[config.mk]
export PLATFORM = sky130hd
export DESIGN_NAME = acs_path_metric
export DESIGN_NICKNAME = d
export VERILOG_FILES = /design/src/rtl/acs_path_metric.sv
export SDC_FILE = /design/constraint.sdc
export NUM_CORES = 1
export LEC_CHECK = 0
export CORE_ASPECT_RATIO = 1.4
export CORE_MARGIN = 5
export CORE_UTILIZATION = 56
export DETAILED_ROUTE_END_ITERATION = 16
export PLACE_DENSITY = 0.87
export SLEW_MARGIN = 10
export SYNTH_ARGS = -nofsm -noshare
export SYNTH_HDL_FRONTEND = slang
export SYNTH_SLANG_ARGS = --single-unit
[constraint.sdc]
create_clock -name clk -period 15.9 [get_ports clk]
set_input_delay 3.18 -clock clk [delete_from_list [all_inputs] [get_ports clk]]
set_output_delay 3.18 -clock clk [all_outputs]
set_load 0.01 [all_outputs]
[src/rtl/acs_path_metric.sv]
// acs_path_metric: K=3 rate-1/2 Viterbi add-compare-select with renormalised path metrics
module acs_path_metric #(
  parameter int PM_W  = 6,
  parameter int INIT  = 4,
  parameter int CNT_W = 8
) (
  input  logic             clk,
  input  logic             rst,
  input  logic             init,
  input  logic             bm_valid,
  input  logic [1:0]       bm_00,
  input  logic [1:0]       bm_01,
  input  logic [1:0]       bm_10,
  input  logic [1:0]       bm_11,
  output logic             dec_valid,
  output logic [3:0]       dec,
  output logic [PM_W-1:0]  pm_0,
  output logic [PM_W-1:0]  pm_1,
  output logic [PM_W-1:0]  pm_2,
  output logic [PM_W-1:0]  pm_3,
  output logic [1:0]       best_state,
  output logic [CNT_W-1:0] step_cnt
);
  // codeword on the p0 branch into each next state; the p1 branch is its complement
  localparam logic [3:0][1:0] CW0 = {2'b01, 2'b11, 2'b10, 2'b00};
  logic [3:0][1:0]      bm;
  logic [3:0][PM_W:0]   c0, c1, sel;
  logic [PM_W:0]        m;
  logic [3:0][PM_W-1:0] pm_q, pm_d, nrm;
  logic [3:0]           dec_q, dec_d, pick;
  logic [1:0]           best_q, best_d, bst;
  logic                 dec_valid_q, dec_valid_d;
  logic [CNT_W-1:0]     step_cnt_q, step_cnt_d;
  always_comb begin
    bm = {bm_11, bm_10, bm_01, bm_00};
    m = '1;
    for (int i = 0; i < 4; i++) begin
      c0[i[1:0]] = {1'b0, pm_q[{i[0], 1'b0}]} + {{(PM_W-1){1'b0}}, bm[CW0[i[1:0]]]};
      c1[i[1:0]] = {1'b0, pm_q[{i[0], 1'b1}]} + {{(PM_W-1){1'b0}}, bm[~CW0[i[1:0]]]};
      pick[i[1:0]] = c1[i[1:0]] < c0[i[1:0]];
      sel[i[1:0]] = pick[i[1:0]] ? c1[i[1:0]] : c0[i[1:0]];
      m = sel[i[1:0]] < m ? sel[i[1:0]] : m;
    end
    bst = 2'd0;
    for (int i = 3; i >= 0; i--) begin
      nrm[i[1:0]] = PM_W'(sel[i[1:0]] - m);
      bst = nrm[i[1:0]] == '0 ? i[1:0] : bst;
    end
    pm_d        = bm_valid ? nrm : pm_q;
    dec_d       = bm_valid ? pick : dec_q;
    best_d      = bm_valid ? bst : best_q;
    dec_valid_d = bm_valid;
    step_cnt_d  = bm_valid ? step_cnt_q + 1'b1 : step_cnt_q;
  end
  always_ff @(posedge clk) begin
    if (rst || init) begin
      pm_q        <= {PM_W'(INIT), PM_W'(INIT), PM_W'(INIT), PM_W'(0)};
      dec_q       <= '0;
      best_q      <= '0;
      dec_valid_q <= 1'b0;
      step_cnt_q  <= '0;
    end else begin
      pm_q        <= pm_d;
      dec_q       <= dec_d;
      best_q      <= best_d;
      dec_valid_q <= dec_valid_d;
      step_cnt_q  <= step_cnt_d;
    end
  end
  assign pm_0       = pm_q[0];
  assign pm_1       = pm_q[1];
  assign pm_2       = pm_q[2];
  assign pm_3       = pm_q[3];
  assign dec        = dec_q;
  assign best_state = best_q;
  assign dec_valid  = dec_valid_q;
  assign step_cnt   = step_cnt_q;
endmodule

==> results.ini <==
[worst_setup_path]
r2r_end = best_state[0]$_SDFFE_PP0P_
worst-path-buf-inv = 4
reg2reg_depth = 43
crit_slowest_cell = a2111oi_1
r2r_slack_ps = 5180
slowest_delay_ps = 770
critPathTopFamily = compound AO/OA/AOI/OAI gates
r2r-start = pm_1[1]$_SDFFE_PP0P_
critPathKind = input pin to flop
critPathMaxFanout = 16
cp.arrival_ps = 13940
required_ps = 16120
cp-end-kind = flop
critPathLaunchType = input pin

[clock_tree]
clk_path_buf_depth = 2
cts_num_sinks = 39
cts_resized = 0
cts_tree = built
holdBufCountCts = 0
cts_setup_buffers = 0
worstSkewPairLatency_ps = 290
htree_levels = 2
clk_pin_slew_ps = 60
cts_root_buffer = clkbuf_16
numCtsBuffers = 5

[sta]
worstMarginPinSlew_ps = 1240
clock.fmax_mhz = 72.9
min_period_over_period_pct = 86.3
drv_slew = 0
finalCriticalPeriod_ps = 13720
finalHoldViolations = 0
clock_skew_ps = 5.38
rsz0062_at_grt = false
tns_ps = 0
setup_viol = 0
relSlewSlack_pct = 17.7

[layout]
fill_cells = 788
ff_latch_area_um2 = 781
drive_gt1_share_pct = 7.52
nets = 788
multiInputGateArea_um2 = 4280
num_antenna_cells = 0
postLayoutCellArea_um2 = 6030
stdcell_count = 815
syn2layout_area_growth_pct = 12.2

[synth]
postSynthRegisterBits = 39
synth_ff_type = dfxtp_1
synth_area_leader_cell = ha_1
ys_top_cells_by_area = ha_1, dfxtp_1, mux2i_1
yosys_warnings = 0
async_flop_share_pct = 0
yosys.area.top_type_share_pct = 14.7
synth_top_cells_by_count = ha_1, nor2_1, nand2_1
ys_seq_area_share_pct = 14.5
yosysUniqueCellTypes = 80
syn-instance-count = 671
syn_area_um2 = 5370
syn_nets = 755
synth_edf_count = 0
yosysMostFrequentCell = ha_1
avgSynthCellArea_um2 = 8.00

[floorplanning]
core_um2 = 9410
die_area_um2 = 11700
start_util_pct = 57.1
io_pins = 51
die_x_um = 92.8
die_h_um = 126
rows = 42

[drt]
vias = 5195
drt-vias-per-instance = 6.37
drt-total-wl_mm = 15.5
drt_pre_antenna_iters = 5
routedWlPerCell_um = 19.0
antenna_left = 0
first_iter_violations = 457
drc = 0

[hold_path]
min_from = dec[2]$_SDFFE_PP0P_
hold_path_end = dec[2]$_SDFFE_PP0P_
hp-class = flop to flop
worstHoldPathCells = 2

[grt]
antenna_found_initial = 0
grt-ovfl-total = 0
grt_pass1_wl_mm = 25.3
grt_use_total_pct = 26.5
grt_max_degree = 51
grt_pass1_vias = 5195

[status]
status = finished clean

[place]
placedCellCount = 807
gp_congestion = 1.04
hpwl_mm = 12.5
place_area_um2 = 5870
io_buffers = 50

[run]
drv_cap = 0

-- kinds of logic (layout without fill, tap and decap cells) --
group / Yosys count / count (layout) / synth area share [%]
DFF: 39 / 39 / 14.5
muxes: 49 / 49 / 9.88
xor gates and xnor gates: 67 / 67 / 11.1
adders and majority gates: 81 / 81 / 19.8
and+or+nand+nor: 203 / 203 / 18.2
buffers and inverters: 70 / 104 / 5.80
AOI/OAI and AO/OA: 162 / 162 / 20.8
-- layout make-up --
cell class	count	area share, %
Clock buffer	6	2.30
Clock inverter	2	0.270
Inverter	45	2.84
Multi-Input combinational cell	562	71.0
Sequential cell	39	13.0
Tap cell	110	2.28
Timing Repair Buffer	51	8.35
-- layout by cell type (no fill, tap or decap), types with 4 or more instances in the layout --
| cell type | Yosys | final |
|---|---|---|
| ha_1 | 63 | 63 |
| nor2_1 | 61 | 61 |
| nand2_1 | 57 | 57 |
| clkdlybuf4s50_1 | 0 | 49 |
| a21oi_1 | 44 | 44 |
| inv_1 | 43 | 43 |
| dfxtp_1 | 39 | 39 |
| mux2i_1 | 36 | 36 |
| xnor2_1 | 36 | 36 |
| xor2_1 | 30 | 30 |
| o21ai_0 | 25 | 25 |
| nand3_1 | 22 | 22 |
| a21o_1 | 17 | 17 |
| a211oi_1 | 14 | 14 |
| and3_1 | 11 | 11 |
| fa_1 | 9 | 9 |
| o21ai_1 | 8 | 8 |
| nand4_1 | 8 | 8 |
| mux2_2 | 8 | 8 |
| nor3_1 | 6 | 6 |
| nor2b_1 | 6 | 6 |
| or3_1 | 5 | 5 |
| o31ai_1 | 5 | 5 |
| maj3_1 | 5 | 5 |
| clkbuf_16 | 0 | 5 |
| maj3_2 | 4 | 4 |
| a21oi_2 | 4 | 4 |
| or2_2 | 4 | 4 |
| and2_1 | 4 | 4 |
-- worst reg2reg max path, delay by kind of cell, from the launching register on --
family	cells	cell delay, ps
buffers and inverters	3	270
xor gates and xnor gates	1	220
adders and majority gates	6	1790
DFF	1	510
and+or+nand+nor	12	2650
AOI/OAI and AO/OA	19	4460
muxes	2	750
-- flip-flops by register name, indices dropped and copies added, names as in the netlist --
signal and cells:
pm_3 6, pm_2 6, dec 4, best_state 2, pm_1 6, dec_valid 1, pm_0 6, step_cnt 8
-- worst max path at each step --
stage	startpoint	to	slack, ps	depth (start not counted)
floorplan	bm_11[0]	best_state[1]$_SDFFE_PP0P_	4020	49
global placement	bm_11[0]	best_state[1]$_SDFFE_PP0P_	2530	46
CTS	bm_11[0]	best_state[0]$_SDFFE_PP0P_	2460	44
finish	bm_11[0]	best_state[0]$_SDFFE_PP0P_	2180	44
global route	bm_11[1]	best_state[0]$_SDFFE_PP0P_	1430	44
detailed placement	bm_11[0]	best_state[0]$_SDFFE_PP0P_	2230	44
-- per-layer routing --
layer | track usage [%] | vias to the layer above | wire length (um)
li1 | - | 2460 | -
met4 | 13.5 | 0 | 877
met5 | 0 | - | 0
met2 | 47.6 | 244 | 7820
met3 | 3.82 | 65 | 926
met1 | 30.0 | 2426 | 5840
-- stage by stage --
step	worst slack, ps	hold slack, ps	util (%)
floorplan	4020	502	-
detailed placement	2230	486	62.4
global placement	2530	470	62.4
finish	2180	493	64.1
CTS	2460	499	64.1
global route	1430	530	64.1
Power is not shown: default switching activity piles up to over one toggle a cycle in this logic, so the estimate is an artifact.
